==> src/rtl/cpu_pkg.sv <==
// Shared CPU package: FSM encoding, reset vector, opcode/func constants.
package cpu_pkg;

    typedef enum logic [1:0] {
        FETCH  = 2'd0,
        EXEC   = 2'd1,
        HALTED = 2'd2
    } fsm_e;

    localparam logic [31:0] DEF_RESET_VECTOR = 32'hBFC00000;
    localparam logic [31:0] DEF_PC_STEP      = 32'd4;

    localparam logic [5:0] OP_RTYPE = 6'h00;
    localparam logic [5:0] OP_LW    = 6'h23;
    localparam logic [5:0] OP_ADDIU = 6'h09;
    localparam logic [5:0] OP_SW    = 6'h2B;
    localparam logic [5:0] OP_HALT  = 6'h3F;
    localparam logic [5:0] FN_JR    = 6'h08;
    localparam logic [5:0] FN_ADDU  = 6'h21;

    // Jump targets are always word aligned.
    function automatic logic [31:0] word_align(input logic [31:0] a);
        return a & ~32'd3;
    endfunction

endpackage

==> src/rtl/fetch_sequencer_if.sv <==
// Instruction-memory read port between fetch_sequencer and the instruction RAM.
interface fetch_sequencer_if;

    logic [31:0] instr_address;
    logic        instr_read;
    logic [31:0] instr_readdata;
    logic        instr_waitrequest;

    modport master (
        output instr_address,
        output instr_read,
        input  instr_readdata,
        input  instr_waitrequest
    );

    modport slave (
        input  instr_address,
        input  instr_read,
        output instr_readdata,
        output instr_waitrequest
    );

endinterface

==> src/rtl/fetch_sequencer.sv <==
// PC / IR / phase sequencer feeding the main decoder.
// Define FETCH_DELAY_SLOT_EN for a one-instruction branch delay slot.
module fetch_sequencer
    import cpu_pkg::*;
#(
    parameter logic [31:0] RESET_VECTOR = DEF_RESET_VECTOR,
    parameter logic [31:0] PC_STEP      = DEF_PC_STEP
) (
    input  logic              clk,
    input  logic              reset,
    fetch_sequencer_if.master imem,
    output logic [5:0]        instruction_opcode,
    output logic [5:0]        func_code,
    output logic [31:0]       ir,
    output logic              state,
    input  logic              branch,
    input  logic [31:0]       branch_target,
    input  logic              halt,
    output logic [31:0]       pc,
    output logic              active
);

    localparam logic [1:0] S_FETCH  = FETCH;
    localparam logic [1:0] S_EXEC   = EXEC;
    localparam logic [1:0] S_HALTED = HALTED;

    logic [1:0]  fsm;
    logic [31:0] pc_seq;
    logic [31:0] next_pc;

    assign pc_seq = pc + PC_STEP;

`ifdef FETCH_DELAY_SLOT_EN
    logic        pending_valid;
    logic [31:0] pending_target;

    // A branch in the delay slot is dropped; halt discards the redirect.
    always_ff @(posedge clk) begin
        if (reset) begin
            pending_valid  <= 1'b0;
            pending_target <= '0;
        end else if (fsm == S_EXEC) begin
            if (halt) begin
                pending_valid <= 1'b0;
            end else if (pending_valid) begin
                pending_valid <= 1'b0;
            end else if (branch) begin
                pending_valid  <= 1'b1;
                pending_target <= word_align(branch_target);
            end
        end
    end

    always_comb begin
        next_pc = pc_seq;
        if (pending_valid) begin
            next_pc = pending_target;
        end
    end
`else
    always_comb begin
        next_pc = pc_seq;
        if (branch) begin
            next_pc = word_align(branch_target);
        end
    end
`endif

    always_ff @(posedge clk) begin
        if (reset) begin
            fsm    <= S_FETCH;
            pc     <= RESET_VECTOR;
            ir     <= '0;
            active <= 1'b1;
        end else begin
            unique case (fsm)
                S_FETCH: begin
                    if (!imem.instr_waitrequest) begin
                        ir  <= imem.instr_readdata;
                        fsm <= S_EXEC;
                    end
                end
                S_EXEC: begin
                    if (halt) begin
                        fsm    <= S_HALTED;
                        active <= 1'b0;
                    end else begin
                        fsm <= S_FETCH;
                        pc  <= next_pc;
                    end
                end
                S_HALTED: begin
                    fsm <= S_HALTED;
                end
                default: begin
                    fsm    <= S_HALTED;
                    active <= 1'b0;
                end
            endcase
        end
    end

    assign imem.instr_address = pc;
    assign imem.instr_read    = (fsm == S_FETCH);
    assign state              = (fsm == S_EXEC);
    assign instruction_opcode = ir[31:26];
    assign func_code          = ir[5:0];

endmodule
==> src/flat_wrapper.sv <==
// flat-port wrapper written by rule: the top's interface ports become plain ports
module fetch_sequencer_flat import cpu_pkg::*;
#(
    parameter logic [31:0] RESET_VECTOR = DEF_RESET_VECTOR,
    parameter logic [31:0] PC_STEP      = DEF_PC_STEP
)
  (clk, reset, instruction_opcode, func_code, ir, state, branch, branch_target, halt, pc, active, imem_instr_address, imem_instr_read, imem_instr_readdata, imem_instr_waitrequest);
  fetch_sequencer_if imem_i ();
  input  logic clk;
  input  logic reset;
  output logic [5:0] instruction_opcode;
  output logic [5:0] func_code;
  output logic [31:0] ir;
  output logic state;
  input  logic branch;
  input  logic [31:0] branch_target;
  input  logic halt;
  output logic [31:0] pc;
  output logic active;
  output wire logic [$bits(imem_i.instr_address)-1:0] imem_instr_address;
  output wire logic [$bits(imem_i.instr_read)-1:0] imem_instr_read;
  input wire logic [$bits(imem_i.instr_readdata)-1:0] imem_instr_readdata;
  input wire logic [$bits(imem_i.instr_waitrequest)-1:0] imem_instr_waitrequest;
  assign imem_instr_address = imem_i.instr_address;
  assign imem_instr_read = imem_i.instr_read;
  assign imem_i.instr_readdata = imem_instr_readdata;
  assign imem_i.instr_waitrequest = imem_instr_waitrequest;
  fetch_sequencer #(.RESET_VECTOR(RESET_VECTOR), .PC_STEP(PC_STEP)) u_core (.clk(clk), .reset(reset), .imem(imem_i), .instruction_opcode(instruction_opcode), .func_code(func_code), .ir(ir), .state(state), .branch(branch), .branch_target(branch_target), .halt(halt), .pc(pc), .active(active));
endmodule
==> config.mk <==
export PLATFORM = sky130hd
export DESIGN_NAME = fetch_sequencer_flat
export DESIGN_NICKNAME = d
export VERILOG_FILES = /design/src/rtl/cpu_pkg.sv /design/src/rtl/fetch_sequencer_if.sv /design/src/rtl/fetch_sequencer.sv /design/src/flat_wrapper.sv
export SDC_FILE = /design/constraint.sdc
export NUM_CORES = 1
export LEC_CHECK = 0
export CORE_ASPECT_RATIO = 1.5
export CORE_MARGIN = 2
export CORE_UTILIZATION = 37
export DETAILED_ROUTE_END_ITERATION = 7
export PLACE_DENSITY = 0.74
export SYNTH_ARGS = -nofsm -noshare
export SYNTH_HDL_FRONTEND = slang
export SYNTH_SLANG_ARGS = --single-unit
==> constraint.sdc <==
create_clock -name clk -period 2 [get_ports clk]
set_clock_uncertainty 0.05 [all_clocks]
set_input_delay 0.4 -clock clk [delete_from_list [all_inputs] [get_ports clk]]
set_output_delay 0.4 -clock clk [all_outputs]
set_load 0.05 [all_outputs]
Word level (Yosys, flattened, before mapping)
Cells that the tools add are included.
Word-level totals
  bits of input ports: 69
  output and inout bits: 111
  bits in registers: 67
  word-level logic and storage cells: 23
Cells by class
  muxes and demuxes: 6
  reduce and logical (&&, ||, !) cells: 5
  add/sub/neg operators: 1
  bitwise gates (word level): 3
  equal/unequal tests: 4
Operators with widths (number)
  $add 32x3->32 const B: 1
  $mux 32: 1
  $reduce_and 2->1: 3
  $mux 2: 2
  $pmux 2 s2: 1
  $not 1->1: 3
  $eq 2x1->1 const B: 1
  $eq 2x2->1 const B: 1
  $logic_not 2->1: 1
  $ne 2x1->1 const B: 1
  $ne 2x2->1 const B: 1
  $pmux 1 s2: 1
  $reduce_or 2->1: 1
  $mux 1: 1

Longest topological paths before layout
Gate-level depths: netlist of run 1.
  depth after elaboration: 4
  mapped depth: 7
  gate-level depth less buffers: 6

Worst setup path before layout of run 1
No wires, ideal clock.
  path type: register to register
  from: register u_core.pc[2], in the netlist u_core.imem.instr_address[2]
  to: register u_core.pc[28], in the netlist u_core.imem.instr_address[28]
  setup time: 126 ps
  stages on the path, launching flop included: 7
  data arrival time: 2354 ps
  slack: -530 ps
  period minus slack after synthesis: 2530 ps
  path buffers: 0
  required time: 1824 ps
  cell sequence: dfxtp_1 -> ha_1 -> nand4_4 -> or4_4 -> nor4_4 -> mux2i_1 -> nor3_2
Between the ends
  cells in the longest elaborated chain, start to end: 2
Ends and longest elaborated chain
  start: declaration: RTL line fetch_sequencer.sv:19  | output logic [31:0] pc,
  start signal: assignment: RTL line fetch_sequencer.sv:89  | pc <= next_pc;
  $add 32x3->32: RTL line fetch_sequencer.sv:31  | assign pc_seq = pc + PC_STEP;
  $mux 32: RTL line fetch_sequencer.sv:63  | if (branch) begin
Every way passes these cells.
A chain may end at the register's enable or synchronous reset.

Worst setup path after layout of run 1
  from: register u_core.pc[9], in the netlist u_core.imem.instr_address[9]
  to: output pc[9]
RTL lines
  end: declaration: RTL line flat_wrapper.sv:18  | output logic [31:0] pc;
No word-level cell between the ends.

==> results of run 1 <==
[power by group through the flow]
| stage | clock [mW] | sequential [mW] | combinational [mW] |
|---|---|---|---|
| after global placement | 0 | 1.45 | 0.939 |
| after CTS | 1.67 | 1.42 | 0.948 |
| final | 1.65 | 1.42 | 0.944 |
| after floorplan | 0 | 1.65 | 0.406 |
| after global routing | 1.74 | 1.43 | 0.998 |
| after detailed placement | 0 | 1.45 | 0.945 |
[through the flow]
step           hold slack, ps  worst slack [ps]
5_1_grt                   406             -17.2
3_3_place_gp              388              2.94
3_5_place_dp              391             -43.2
4_1_cts                   374              3.56
2_1_floorplan             486             -40.3
6_report                  379              27.1
[cell type report]
cell class	instances	area (sq um)
timing repair buffer	200	1870
inverter	7	26.3
clock buffer	12	268
multi-input combinational	322	1810
sequential	65	1330
tap	112	140
fill	840	3810
clock inverter	4	48.8
[flip-flops by register name, indices dropped and copies added (netlist names)]
signal and flops:
u_core.ir 32, u_core.active 1, u_core.imem.instr_address 30, u_core.fsm 2
[synthesized netlist by cell type (all sizes together)]
cell type,instances
a211oi,6
a21o,1
a21oi,51
a221oi,3
a22o,1
a22oi,5
a2bb2oi,1
a311oi,4
a31oi,8
a32o,5
a41o,1
a41oi,2
and2,3
and3,4
and4,2
and4bb,1
buf,51
clkbuf,26
clkinv,1
conb,1
dfxtp,65
ha,1
inv,6
mux2i,9
nand2,92
nand2b,1
nand3,16
nand4,7
nor2,33
nor2b,2
nor3,11
nor3b,1
nor4,4
o21ai,23
o221ai,2
o22ai,3
o31ai,2
o41ai,3
or2,1
or3,8
or4,1
[metal layers]
layer | vias up | track usage [%]
li1 | 1873 | -
met1 | 1746 | 23.2
met2 | 150 | 36.2
met3 | 21 | 5.96
met4 | 0 | 8.47
met5 | - | 0
[logic make-up (layout without fill, tap and decap cells)]
kind of cell	Yosys count	in the layout	synth area share (%)
fa+ha+maj	1	1	0.352
simple gates	187	187	25.6
flops	65	65	36.6
other cells	1	4	0.105
buf+inv	84	223	13.9
mux	9	9	2.53
compound gates	121	121	20.9
[layout by cell type, fill, tap and decap left out, types with 10 or more instances in the layout]
cell type	count
nor2_1	33
dfxtp_2	11
nand3_1	15
clkdlybuf4s50_1	115
clkbuf_16	10
dfxtp_1	49
a21oi_1	51
o21ai_0	23
nand2_1	92
buf_4	70
[final timing paths]
path	from	end	slack, ps	cells after the start
max reg2reg	u_core.imem.instr_address[3]	u_core.imem.instr_address[28]	60	6
max	u_core.imem.instr_address[9]	pc[9]	30	1
min	reset	u_core.imem.instr_address[23]	380	3
min reg2reg	u_core.active	u_core.active	400	2
[repair_timing]
action	4_1_cts	5_1_grt
setup buffers	0	0
gates resized for setup	2	8
setup endpoints to repair	2	13
==> impl_metrics.yaml, run 1 <==
status:
  status: "finished clean"
synthesis:
  synth_cell_types: 46
  yosysTopAreaCell: "dfxtp_1"
  syn-cell-area_sq_um: 3560
  synth_area_leaders: "dfxtp_1, buf_4, nand2_1, a21oi_1, nor2_1"
  avgSynthCellArea_sq_um: 7.60
  ys_seq_elements: 65
  synthCells: 468
  synth.top_cell.area_share_pct: 36.6
  synth.yosys.seq_area_share_pct: 36.6
  synth_warnings: 0
clock_tree:
  clk-insertion-delay-late_ps: 330
  clock_sinks: 65
  cts_buffer_depth: 2
  cts-buffers-inserted: 9
  htreeDepth: 3
  cts_tree: "yes"
  clkTransAtPathRegs_ps: 60
  hold_buffers: 0
  cts_root_buf: "clkbuf_16"
route:
  drc_errors: 0
  postRouteAntennaNets: 0
  vias: 3790
  met3_length_um: 821
  dr.max_layer_used: "met4"
  routedWlPerCell_um: 15.1
  drt-total-wl_um: 10900
  vias_per_cell: 5.25
  wl_met2_um: 5600
  drt_iter0_drc: 198
  dr.pass1.iters: 5
  m1WireLength_um: 4210
finish:
  post_layout_nonfiller_instances: 722
  fin_nets: 675
  final_area_sq_um: 5500
  diodes: 0
  area_growth_pct: 54.5
  drive_gt1_share_pct: 19.8
  fin_util_pct: 59.1
floorplan:
  core_sq_um: 9310
  rows: 43
  dieArea_sq_um: 10400
  chipHeight_um: 124
  fp.dieW_um: 84.1
  start_util_pct: 38.2
  io_pins: 180
placed_design:
  hpwl_um: 7970
  place_inst: 706
  place.port_buffers: 173
  gp_congestion: 0.865
  placedInstanceArea_sq_um: 5160
worst_setup_path:
  crit_family: "buffers and inverters"
  start_kind: "flop"
  crit_type: "reg -> out"
  worstPathArrival_ps: 1520
  worstPathCellList: "clkdlybuf4s50_1"
  max_stage_delay_ps: 820
  crit_fanout: 5
  cp_data_required_time_ps: 1550
  cp-end-kind: "output pin"
  worst-path-buf-inv: 1
  crit_slowest_cell: "clkdlybuf4s50_1"
timing:
  fmax_mhz: 507
  setup_violations: 0
  fin_setup_tns_ps: 0
  worstMarginPinSlew_ps: 523
  rsz0062_at_grt: "true"
  hold_viol_final: 0
  drv_slew: 0
  slew_headroom_pct: 65.0
  fin_crit_ps: 1970
  fin_crit_sh_pct: 98.6
min_path:
  hold_class: "in -> reg"
power_and_ir_drop:
  fin_total_pwr_mw: 4.01
  p_seq_share_pct: 35.4
  p_sw_share_pct: 30.7
  clockPowerShare_pct: 41.0
  power_frac_comb_pct: 23.5
  power.density_nw_per_um2: 730
  worst_ir_drop_vdd_mv: 0.501
  p_leak_nw: 2.25
  p_int_mw: 2.78
  p_switching_mw: 1.23
global_route:
  grt_pass1_vias: 3635
  grt_use_total_pct: 20.5
  grt_overflow_total: 0
  antenna_found_initial: 0
  grt_pass1_wl_um: 17400
  grt_start_max_net_pins: 36
flow_run:
  maxCapViolCount: 0
Power figures use the tool's default switching activity.
==> run 2, diff against run 1 <==
==> constraint.sdc (replaced) <==
create_clock -name clk -period 2 [get_ports clk]
set_clock_uncertainty 0.05 [all_clocks]
set_input_delay 0.4 -clock clk [delete_from_list [all_inputs] [get_ports clk]]
set_output_delay 0.4 -clock clk [all_outputs]
set_load 0.01 [all_outputs]
==> run 2 against run 1 <==
- die area stayed put
- maximum frequency is 0.85% higher
- sequential share of layout area is 1.4 points lower
- final cell count is 2.8% higher
- largest cell class unchanged
==> impl_metrics.yaml, run 2 (synthesized netlist as in run 1, its figures left out) <==
worst_setup_path:
  ff2ff_path_depth: 6
  worstPathCellList: "ha_4 -> nand4_4 -> or4_4 -> nor4_4 -> mux2i_1 -> nor3_2"
  crit_fanout: 5
  cp-end-kind: "flop"
  worst-path-buf-inv: 0
  start_kind: "flop"
  crit_family: "simple AND/OR/NAND/NOR gates"
  crit_type: "reg -> reg"
  critical_path_cell_count: 6
  max_stage_delay_ps: 570
  crit_slowest_cell: "or4_4"
  worstPathArrival_ps: 2120
  cp_data_required_time_ps: 2160
route:
  routedWlPerCell_um: 15.1
  postRouteAntennaNets: 0
  dr.pass1.iters: 5
  drc_errors: 0
  drt-total-wl_um: 11200
  vias_per_cell: 5.34
  drt_iter0_drc: 255
  vias: 3963
clock_tree:
  htreeDepth: 3
  cts-buffers-inserted: 9
  cts_tree: "yes"
  clk-insertion-delay-late_ps: 330
  clock_sinks: 65
  cts_buffer_depth: 2
  cts_root_buf: "clkbuf_16"
  hold_buffers: 0
  clkTransAtPathRegs_ps: 60
power_and_ir_drop:
  power.density_nw_per_um2: 668
  p_leak_nw: 2.17
  worst_ir_drop_vdd_mv: 0.517
floorplan:
  core_sq_um: 9310
  fp.dieW_um: 84.1
  rows: 43
  io_pins: 180
  chipHeight_um: 124
  start_util_pct: 38.2
  dieArea_sq_um: 10400
global_route:
  grt_pass1_vias: 3764
  grt_overflow_total: 0
  antenna_found_initial: 0
  grt_use_total_pct: 21.1
  grt_start_max_net_pins: 34
  grt_pass1_wl_um: 18000
timing:
  worst_slack_ps: 43.7
  hold_viol_final: 0
  fmax_mhz: 511
  timing.hold.ws_ps: 343
  setup_violations: 0
  drv_slew: 0
  fin_crit_ps: 1960
  fin_crit_sh_pct: 97.8
  rsz0062_at_grt: "true"
finish:
  multi_input_area_sq_um: 1820
  largest_reg_flops: 32
  layout_commonest_cell: "clkdlybuf4s50_1"
  fin_nets: 695
  seqCellArea_sq_um: 1310
  area_growth_pct: 61.1
  diodes: 0
  drive_gt1_share_pct: 13.5
  final_cell_mix: "clkdlybuf4s50_1, nand2_1, dfxtp_1"
  regMostFlops: "u_core.ir"
  nFillCells: 802
min_path:
  hold_class: "in -> reg"
  whs_path_depth: 2
flow_run:
  maxCapViolCount: 0
placed_design:
  hpwl_um: 8380
  gp_congestion: 0.910
  dp_slack_ps: 28.2
  place.port_buffers: 173
status:
  status: "finished clean"
## run 2: what timing repair did
| item | CTS | global route |
|---|---|---|
| endpoints found under the setup margin | 0 | 5 |
| resized for setup | 0 | 8 |
| buffers inserted | 0 | 4 |
## run 2: worst paths after layout
kind / start / endpoint / slack, ps
max reg2reg: u_core.imem.instr_address[2] / u_core.imem.instr_address[28] / 40
min reg2reg: u_core.ir[7] / u_core.ir[7] / 400
max: u_core.imem.instr_address[2] / u_core.imem.instr_address[28] / 40
min: reset / u_core.imem.instr_address[30] / 340
## run 2: cell type report
class | count | area share (%)
clock buffers | 11 | 4.41
inverters | 7 | 0.458
flip-flops and latches | 65 | 22.8
clock inverters | 5 | 1.35
multi-input cells | 322 | 31.8
repair buffers | 220 | 36.8
well taps | 112 | 2.44
## run 2: through the flow
| step | cells | area, sq um | power, mW | TNS [ps] | utilization (%) |
|---|---|---|---|---|---|
| 6_report | 742 | 5730 | 3.83 | 0 | 61.6 |
| 4_1_cts | 738 | 5670 | 3.85 | 0 | 60.9 |
| 5_1_grt | 742 | 5730 | 3.96 | -62.4 | 61.6 |
| 2_1_floorplan | 471 | 3590 | 1.74 | 0 | - |
| 3_5_place_dp | 722 | 5340 | 2.11 | 0 | 57.4 |
| 3_3_place_gp | 722 | 5340 | 2.10 | 0 | 57.4 |
## run 2: where the power goes
group	total, mW	internal, mW	switching [mW]
logic	0.679	0.383	0.296
registers	1.41	1.36	0.0533
clock network	1.74	1.15	0.581
## run 2: metal layers
| layer | part of all wire, % | routed length [um] | up-vias | GRT usage, % |
|---|---|---|---|---|
| met5 | 0 | 0 | - | 0 |
| met4 | 2.9 | 327 | 0 | 10.8 |
| met3 | 6.6 | 737 | 23 | 3.84 |
| met2 | 52 | 5890 | 172 | 38.3 |
| met1 | 38 | 4280 | 1854 | 23.4 |
| li1 | - | - | 1914 | - |
==> run 3, diff against run 2 <==
--- a/config.mk
+++ b/config.mk
@@ -9,6 +9,7 @@
 export CORE_MARGIN = 2
 export CORE_UTILIZATION = 37
 export DETAILED_ROUTE_END_ITERATION = 7
+export HOLD_SLACK_MARGIN = 0.02
 export PLACE_DENSITY = 0.74
 export SYNTH_ARGS = -nofsm -noshare
 export SYNTH_HDL_FRONTEND = slang
==> results of run 3 <==
No change in the layout: final DEF, timing and power equal those of run 2.
